==> src/rtl/nibble_add_sched_if.sv <==
// Request/response bundle for the nibble add scheduler: two add requesters
// and one result consumer. The scheduler connects through the slave modport.
interface nibble_add_sched_if #(
  parameter int NIBBLES = 4
);
  localparam int W = 4 * NIBBLES;

  logic         req0_valid;
  logic         req0_ready;
  logic [W-1:0] req0_a;
  logic [W-1:0] req0_b;
  logic         req0_cin;

  logic         req1_valid;
  logic         req1_ready;
  logic [W-1:0] req1_a;
  logic [W-1:0] req1_b;
  logic         req1_cin;

  logic         rsp_valid;
  logic         rsp_ready;
  logic         rsp_id;
  logic [W-1:0] rsp_sum;
  logic         rsp_cout;
  logic         rsp_ovf;

  modport master (
    output req0_valid, req0_a, req0_b, req0_cin,
    output req1_valid, req1_a, req1_b, req1_cin,
    output rsp_ready,
    input  req0_ready, req1_ready,
    input  rsp_valid, rsp_id, rsp_sum, rsp_cout, rsp_ovf
  );

  modport slave (
    input  req0_valid, req0_a, req0_b, req0_cin,
    input  req1_valid, req1_a, req1_b, req1_cin,
    input  rsp_ready,
    output req0_ready, req1_ready,
    output rsp_valid, rsp_id, rsp_sum, rsp_cout, rsp_ovf
  );
endinterface

==> src/rtl/nibble_add_sched.sv <==
// Multi-precision adder sharing one 4-bit slice between two round-robin
// requesters; one nibble per cycle, LSB first, result held until consumed.
module nibble_add_sched #(
  parameter int NIBBLES = 4
) (
  input  logic             clk,
  input  logic             rst,
  nibble_add_sched_if.slave bus
);
  localparam int IDX_W = (NIBBLES > 1) ? $clog2(NIBBLES) : 1;
  localparam logic [IDX_W-1:0] IDX_LAST = IDX_W'(NIBBLES - 1);

  typedef enum logic [1:0] {IDLE, RUN, DONE} state_t;

  state_t                  state;
  logic                    ptr;
  logic [IDX_W-1:0]        idx;
  logic                    carry;
  logic                    id_q;
  logic [NIBBLES-1:0][3:0] a_q;
  logic [NIBBLES-1:0][3:0] b_q;
  logic [NIBBLES-1:0][3:0] sum_q;
  logic                    rsp_valid_q;
  logic                    cout_q;
  logic                    ovf_q;

  logic       grant;
  logic       ready0;
  logic       ready1;
  logic       accept;
  logic [4:0] slice;

  // NOTE: every variable assigned in always_comb gets a default first, so no
  // path can leave it unassigned and infer a latch.
  always_comb begin
    grant = ptr;
    if (bus.req0_valid && !bus.req1_valid) grant = 1'b0;
    else if (bus.req1_valid && !bus.req0_valid) grant = 1'b1;
  end

  // Ready is held low while reset is asserted so nothing looks accepted.
  assign ready0 = (state == IDLE) && !rst && bus.req0_valid && !grant;
  assign ready1 = (state == IDLE) && !rst && bus.req1_valid && grant;
  assign accept = ready0 || ready1;

  assign slice = {1'b0, a_q[idx]} + {1'b0, b_q[idx]} + {4'b0000, carry};

  assign bus.req0_ready = ready0;
  assign bus.req1_ready = ready1;
  assign bus.rsp_valid  = rsp_valid_q;
  assign bus.rsp_id     = id_q;
  assign bus.rsp_sum    = sum_q;
  assign bus.rsp_cout   = cout_q;
  assign bus.rsp_ovf    = ovf_q;

  // NOTE: sequential state uses non-blocking assignments only, so every
  // register samples the pre-edge values regardless of statement order.
  always_ff @(posedge clk or posedge rst) begin
    if (rst) begin
      state       <= IDLE;
      ptr         <= 1'b0;
      idx         <= '0;
      carry       <= 1'b0;
      id_q        <= 1'b0;
      a_q         <= '0;
      b_q         <= '0;
      sum_q       <= '0;
      rsp_valid_q <= 1'b0;
      cout_q      <= 1'b0;
      ovf_q       <= 1'b0;
    end else begin
      unique case (state)
        IDLE: begin
          if (accept) begin
            a_q   <= grant ? bus.req1_a : bus.req0_a;
            b_q   <= grant ? bus.req1_b : bus.req0_b;
            carry <= grant ? bus.req1_cin : bus.req0_cin;
            id_q  <= grant;
            idx   <= '0;
            ptr   <= ~grant;
            state <= RUN;
          end
        end
        RUN: begin
          sum_q[idx] <= slice[3:0];
          carry      <= slice[4];
          if (idx == IDX_LAST) begin
            // Wrap idx here so it never indexes past the top nibble.
            idx         <= '0;
            cout_q      <= slice[4];
            ovf_q       <= (a_q[NIBBLES-1][3] == b_q[NIBBLES-1][3]) &&
                           (slice[3] != a_q[NIBBLES-1][3]);
            rsp_valid_q <= 1'b1;
            state       <= DONE;
          end else begin
            idx <= idx + 1'b1;
          end
        end
        DONE: begin
          if (bus.rsp_ready) begin
            rsp_valid_q <= 1'b0;
            state       <= IDLE;
          end
        end
        default: state <= IDLE;
      endcase
    end
  end
endmodule

==> src/flat_wrapper.sv <==
// flat-port wrapper written by rule: the top's interface ports become plain ports
module nibble_add_sched_flat 
#(
  parameter int NIBBLES = 4
)
  (clk, rst, bus_req0_valid, bus_req0_a, bus_req0_b, bus_req0_cin, bus_req1_valid, bus_req1_a, bus_req1_b, bus_req1_cin, bus_rsp_ready, bus_req0_ready, bus_req1_ready, bus_rsp_valid, bus_rsp_id, bus_rsp_sum, bus_rsp_cout, bus_rsp_ovf);
  nibble_add_sched_if #(.NIBBLES(NIBBLES)) bus_i ();
  input  logic clk;
  input  logic rst;
  input wire logic [$bits(bus_i.req0_valid)-1:0] bus_req0_valid;
  input wire logic [$bits(bus_i.req0_a)-1:0] bus_req0_a;
  input wire logic [$bits(bus_i.req0_b)-1:0] bus_req0_b;
  input wire logic [$bits(bus_i.req0_cin)-1:0] bus_req0_cin;
  input wire logic [$bits(bus_i.req1_valid)-1:0] bus_req1_valid;
  input wire logic [$bits(bus_i.req1_a)-1:0] bus_req1_a;
  input wire logic [$bits(bus_i.req1_b)-1:0] bus_req1_b;
  input wire logic [$bits(bus_i.req1_cin)-1:0] bus_req1_cin;
  input wire logic [$bits(bus_i.rsp_ready)-1:0] bus_rsp_ready;
  output wire logic [$bits(bus_i.req0_ready)-1:0] bus_req0_ready;
  output wire logic [$bits(bus_i.req1_ready)-1:0] bus_req1_ready;
  output wire logic [$bits(bus_i.rsp_valid)-1:0] bus_rsp_valid;
  output wire logic [$bits(bus_i.rsp_id)-1:0] bus_rsp_id;
  output wire logic [$bits(bus_i.rsp_sum)-1:0] bus_rsp_sum;
  output wire logic [$bits(bus_i.rsp_cout)-1:0] bus_rsp_cout;
  output wire logic [$bits(bus_i.rsp_ovf)-1:0] bus_rsp_ovf;
  assign bus_i.req0_valid = bus_req0_valid;
  assign bus_i.req0_a = bus_req0_a;
  assign bus_i.req0_b = bus_req0_b;
  assign bus_i.req0_cin = bus_req0_cin;
  assign bus_i.req1_valid = bus_req1_valid;
  assign bus_i.req1_a = bus_req1_a;
  assign bus_i.req1_b = bus_req1_b;
  assign bus_i.req1_cin = bus_req1_cin;
  assign bus_i.rsp_ready = bus_rsp_ready;
  assign bus_req0_ready = bus_i.req0_ready;
  assign bus_req1_ready = bus_i.req1_ready;
  assign bus_rsp_valid = bus_i.rsp_valid;
  assign bus_rsp_id = bus_i.rsp_id;
  assign bus_rsp_sum = bus_i.rsp_sum;
  assign bus_rsp_cout = bus_i.rsp_cout;
  assign bus_rsp_ovf = bus_i.rsp_ovf;
  nibble_add_sched #(.NIBBLES(NIBBLES)) u_core (.clk(clk), .rst(rst), .bus(bus_i));
endmodule
==> config.mk <==
export PLATFORM = sky130hd
export DESIGN_NAME = nibble_add_sched_flat
export DESIGN_NICKNAME = d
export VERILOG_FILES = /design/src/rtl/nibble_add_sched_if.sv /design/src/rtl/nibble_add_sched.sv /design/src/flat_wrapper.sv
export SDC_FILE = /design/constraint.sdc
export NUM_CORES = 1
export LEC_CHECK = 0
export CORE_ASPECT_RATIO = 1.75
export CORE_MARGIN = 4
export CORE_UTILIZATION = 41
export DETAILED_ROUTE_END_ITERATION = 8
export PLACE_DENSITY = 0.86
export RECOVER_POWER = 25
export SETUP_SLACK_MARGIN = 0.05
export SYNTH_ARGS = -nofsm -noshare
export SYNTH_HDL_FRONTEND = slang
export SYNTH_SLANG_ARGS = --single-unit
==> constraint.sdc <==
create_clock -name clk -period 2.7 [get_ports clk]
set_clock_uncertainty 0.2 [all_clocks]
set_input_delay 0.27 -clock clk [delete_from_list [all_inputs] [get_ports clk]]
set_output_delay 0.27 -clock clk [all_outputs]
set_load 0.05 [all_outputs]
==> impl_metrics.tcl, run 1 <==
set metrics [dict create \
    status "complete, no violations" \
    die_h_um 116 \
    cp.arrival_ns 2.67 \
    synthesis.nets 308 \
    antenna_found_initial 0 \
    clock_latency_ns 0.32 \
    overflow 0 \
    p_sw_frac 0.402 \
    r2r_cells 7 \
    synth.distinct_cells 32 \
    ir_drop_mv 0.696 \
    p_int_w 0.00352 \
    antennaDiodeCount 0 \
    cp_slowest_stage_delay_ns 0.54 \
    final_cells 415 \
    cts.htree.levels 3 \
    rsz0062_at_grt "true" \
    syn-cell-area_um2 2740 \
    num_vias 2324 \
    switchingPower_w 0.00236 \
    tightestPinTransition_ns 1.02 \
    pwr-share-comb 0.542 \
    clockBufferDepth 2 \
    dieWidth_um 69.8 \
    highest_layer "met4" \
    ys_ff_latch 58 \
    met1_length_mm 2.48 \
    core_area_um2 6540 \
    hold_class "flip-flop to flip-flop" \
    gp_congestion 0.887 \
    hold-path-cell-count 2 \
    areaGrowthSynthToFinish_pct 52.1 \
    path_max_fanout 4 \
    clock.fmax_mhz 380 \
    ys_seq_area_frac 0.529 \
    clock-sinks 58 \
    row_count 39 \
    drt-initial-drc-count 220 \
    mostFrequentLayoutCell "clkdlybuf4s50_1" \
    num-nets-final 409 \
    place_area_um2 3780 \
    drv_cap 0 \
    grt_max_degree 35 \
    path_cells "buf_6 -> mux4_2 -> ha_4 -> nand3_1 -> and3_4 -> or4_4 -> a41oi_2" \
    tns_ns 0 \
    r2r_end "u_core.bus.rsp_ovf" \
    power.density_nw_per_um2 1410 \
    final_cell_mix "clkdlybuf4s50_1, dfrtp_1, inv_1" \
    setup_ws_ns 0.0719 \
    synth.avg_cell_area_um2 12.0 \
    r2r_start "u_core.idx[0]" \
    critical_path_required_ns 2.75 \
    pre_cts_ws_ns -0.0585 \
    hold_end "u_core.bus.rsp_sum[14]" \
    route.met3.wl_um 461 \
    synthFlopType "dfrtp_1" \
    worstSetupStartpointType "flip-flop" \
    dieArea_um2 8120 \
    leakage_nw 1.92 \
    critPathKind "flip-flop to flip-flop" \
    ff2ff_setup_slack_ns 0.07 \
    routed_via_density 5.60 \
    finalHoldViolCount 0 \
    dp_hpwl_mm 5.53 \
    wl_per_cell_um 18.2 \
    grt_pass1_vias 2449 \
    period_needed_ns 2.63 \
    cts_buffers 9 \
    grt_pass1_wl_mm 11.5 \
    wl_mm 7.54 \
    port_buffers 92 \
    fin_crit_sh 0.973 \
    dp_cells 395 \
    relSlewSlack 0.316 \
    dr.pass1.iters 8 \
    setup_violations 0 \
    wl_met2_mm 4.45 \
    grt_usage 0.185 \
    design_area_um2 4170 \
    synth_edf_count 0 \
    hold_start "u_core.bus.rsp_sum[14]" \
    cts_tree "yes" \
    ys_warn_count 0 \
    ant_nets 0 \
    cp-end-kind "flip-flop" \
    clkTransAtPathRegs_ns 0.05 \
    drc_errors 0 \
    io_pins 93 \
    clockPowerShare 0.189 \
    seqPwrFrac 0.269 \
    drive_above_1_share 0.171 \
    slew_violations 0 \
    syn_inst 228 \
    initial_core_util 0.420 \
    async_flop_share 1.00 \
    cpMaxStageDelayCell "mux4_2" \
    cts_root_buffer "clkbuf_16" \
]
area by class of cell:
cell class	count	area, um2
well taps	82	103
flip-flops and latches	58	1450
clock buffers	10	239
fillers	497	2370
multi-input cells	118	1130
clock inverters	5	55.1
repair buffers	105	1060
inverters	37	139
synthesized netlist by cell type, drive strengths merged (2+ instances only):
cell type	number	share of area
nand2	16	0.022
dfrtp	58	0.53
o21ai	16	0.029
ha	7	0.032
a222oi	32	0.12
fa	2	0.015
nand3	3	0.0055
nand2b	3	0.0068
a21oi	5	0.0091
and3	3	0.0068
mux2	8	0.033
inv	37	0.051
mux4	8	0.066
buf	15	0.037
a21o	3	0.0087
routing by layer:
metal / up-vias / global-route usage
met5: - / 0
met4: 0 / 0.0844
met3: 12 / 0.0508
met2: 104 / 0.368
met1: 1156 / 0.172
li1: 1052 / -
per-stage QoR:
stage	util	power (W)	hold slack, ns
floorplan	-	0.00347	0.177
CTS	0.628	0.00559	0.226
global route	0.638	0.00621	0.300
global placement	0.578	0.00422	0.264
finish	0.638	0.00588	0.279
detailed placement	0.578	0.00434	0.271
worst max path at each step:
stage                  startpoint            endpoint  slack [ns]  depth (start not counted)
floorplan           u_core.idx[0]        u_core.carry        0.04                          8
global placement    u_core.idx[0]  u_core.bus.rsp_ovf        0.03                          7
detailed placement  u_core.idx[0]  u_core.bus.rsp_ovf       -0.06                          7
CTS                 u_core.idx[0]        u_core.carry        0.04                          7
global route        u_core.idx[0]  u_core.bus.rsp_ovf       0.001                          7
finish              u_core.idx[0]  u_core.bus.rsp_ovf        0.07                          7
critical path, delay by kind of cell (launching register included):
kind / cells / cell delay, ns
AND/OR/NAND/NOR: 3 / 0.73
multiplexers: 1 / 0.54
flip-flops: 1 / 0.42
adder cells (fa/ha/maj): 1 / 0.32
AO/OA/AOI/OAI: 1 / 0.20
buffers and inverters: 1 / 0.13
sequential cells by signal, summed over array words and instances (netlist names):
| signal | flops |
|---|---|
| u_core.a_q | 16 |
| u_core.b_q | 16 |
| u_core.bus.rsp_cout | 1 |
| u_core.bus.rsp_id | 1 |
| u_core.bus.rsp_ovf | 1 |
| u_core.bus.rsp_sum | 16 |
| u_core.bus.rsp_valid | 1 |
| u_core.carry | 1 |
| u_core.idx | 2 |
| u_core.ptr | 1 |
| u_core.state | 2 |
logic make-up (layout without fill, tap and decap cells):
kind of cell             count (synthesis)  after routing  share of synthesized area
AO/OA/AOI/OAI                           60             60                      0.176
XOR/XNOR                                 1              1                    0.00319
multiplexers                            17             17                      0.102
buffers and inverters                   52            157                     0.0880
adder cells (fa/ha/maj)                  9              9                     0.0465
flip-flops                              58             58                      0.529
AND/OR/NAND/NOR                         31             31                     0.0556
repair_timing:
item	CTS	global route
setup buffers	2	3
setup endpoints to repair	2	6
pin swaps	3	3
resized for setup	3	10
hold buffers	0	0
power by group through the flow:
stage,sequential [W],combinational [W],clock [W]
final,0.00158,0.00318,0.00111
after global routing,0.00162,0.00343,0.00115
after CTS,0.00158,0.00290,0.00112
after detailed placement,0.00159,0.00276,0
after global placement,0.00157,0.00265,0
after floorplan,0.00195,0.00152,0
(Power assumes the default switching activity.)
==> run 2: changes to the inputs <==
Settings changed: CORE_UTILIZATION 41 to 45, PLACE_DENSITY 0.86 to 0.89.
Clock period 2.7 ns to 2.43 ns, I/O delays scaled along.
==> impl_metrics.tcl, run 2 (synthesis gave the netlist of run 1 again) <==
set metrics [dict create \
    antenna_found_initial 0 \
    num_vias 2416 \
    drive_above_1_share 0.226 \
    clock.fmax_mhz 376 \
    pre_cts_ws_ns -0.220 \
    drv_cap 1 \
    cts_tree "yes" \
    leakage_nw 1.98 \
    grt_usage 0.226 \
    final_cells 427 \
    relSlewSlack -0.0738 \
    initial_core_util 0.463 \
    grt_pass1_vias 2541 \
    num-nets-final 424 \
    routed_via_density 5.66 \
    hold_class "input port to async pin" \
    port_buffers 92 \
    clkTransAtPathRegs_ns 0.06 \
    cts_buffers 9 \
    areaGrowthSynthToFinish_pct 56.0 \
    clock-sinks 58 \
    dp_cells 411 \
    drt-initial-drc-count 262 \
    final_cell_mix "clkdlybuf4s50_1, dfrtp_1, inv_1" \
    finalHoldViolCount 0 \
    row_count 37 \
    status "finished, violations left" \
    tns_ns -0.772 \
    path_max_fanout 4 \
    tightestPinTransition_ns 1.61 \
    ff2ff_setup_slack_ns -0.23 \
    mostFrequentLayoutCell "clkdlybuf4s50_1" \
    dieArea_um2 7460 \
    cp.arrival_ns 2.69 \
    ant_nets 0 \
    crit_start "u_core.idx[0]" \
    cts-hold-fix-buffers 0 \
    overflow 0 \
    antennaDiodeCount 0 \
    cts_root_buffer "clkbuf_8" \
    fin_crit_sh 1.09 \
    violations "DRC, capacitance limit, slew limit, setup timing" \
    drc_errors 1 \
    period_needed_ns 2.66 \
    die_h_um 111 \
    r2r_start "u_core.idx[0]" \
    ir_drop_mv 0.882 \
    core_area_um2 5930 \
    place_area_um2 3960 \
    grt_max_degree 40 \
    clock_latency_ns 0.35 \
    slew_violations 32 \
    io_pins 93 \
    whs_ns 0.155 \
    power.density_nw_per_um2 1590 \
    dieWidth_um 67.0 \
    dp_hpwl_mm 5.64 \
    cp-end-kind "flip-flop" \
    critPathKind "flip-flop to flip-flop" \
    setup_violations 11 \
    wl_mm 7.83 \
    dr.pass1.iters 9 \
    critical_path_required_ns 2.46 \
    setup_ws_ns -0.228 \
    design_area_um2 4280 \
    cts.htree.levels 3 \
    rsz0062_at_grt "true" \
    grt_pass1_wl_mm 12.2 \
    worstSetupStartpointType "flip-flop" \
    clockBufferDepth 2 \
    gp_congestion 0.825 \
    wl_per_cell_um 18.3 \
]
-- run 2: worst paths after layout --
check                                              end  cells after the start
worst max-delay path                      u_core.carry                      7
worst min-delay path                   u_core.state[0]                      3
worst max register to register            u_core.carry                      7
worst min register to register  u_core.bus.rsp_sum[11]                      2
max in group asynchronous               u_core.b_q[14]                      3
min in group clk                         u_core.b_q[4]                      3
-- run 2: per-stage QoR --
step | power (W) | util
2_1_floorplan | 0.00391 | -
3_3_place_gp | 0.00508 | 0.668
3_5_place_dp | 0.00525 | 0.668
4_1_cts | 0.00670 | 0.722
5_1_grt | 0.00715 | 0.722
6_report | 0.00680 | 0.722
-- run 2: where the power goes --
part / switching (W) / internal [W]
logic: 0.00206 / 0.00201
clock network: 0.000378 / 0.000601
registers: 0.000318 / 0.00143
-- run 2: worst max-delay path, cell delays in order, from the launching register on --
cell and delay (ns):
dfrtp_2 0.41, mux4_2 0.53, fa_2 0.40, fa_2 0.36, a21o_2 0.20, a21oi_2 0.17, a2bb2oi_2 0.17, o21ai_1 0.09
-- run 2: layer usage --
metal  part of all wire  track usage  wire length (um)  vias up
met3              0.057       0.0416               449       35
met5                  0            0                 0        -
met4              0.054        0.163               423        0
met2               0.57        0.400              4450      124
met1               0.32        0.220              2500     1170
li1                   -            -                 -     1087
-- run 2: what timing repair did --
item,in CTS,in global routing
buffers inserted,1,1
setup endpoints to repair,15,15
pin swaps,4,4
gates resized for setup,24,4
-- run 2: area by class of cell --
| type | count | area [um2] |
|---|---|---|
| Fill cell | 420 | 1650 |
| Sequential cell | 58 | 1450 |
| Timing Repair Buffer | 120 | 1190 |
| Multi-Input combinational cell | 118 | 1180 |
| Clock buffer | 11 | 141 |
| Inverter | 37 | 139 |
| Tap cell | 78 | 97.6 |
| Clock inverter | 5 | 77.6 |
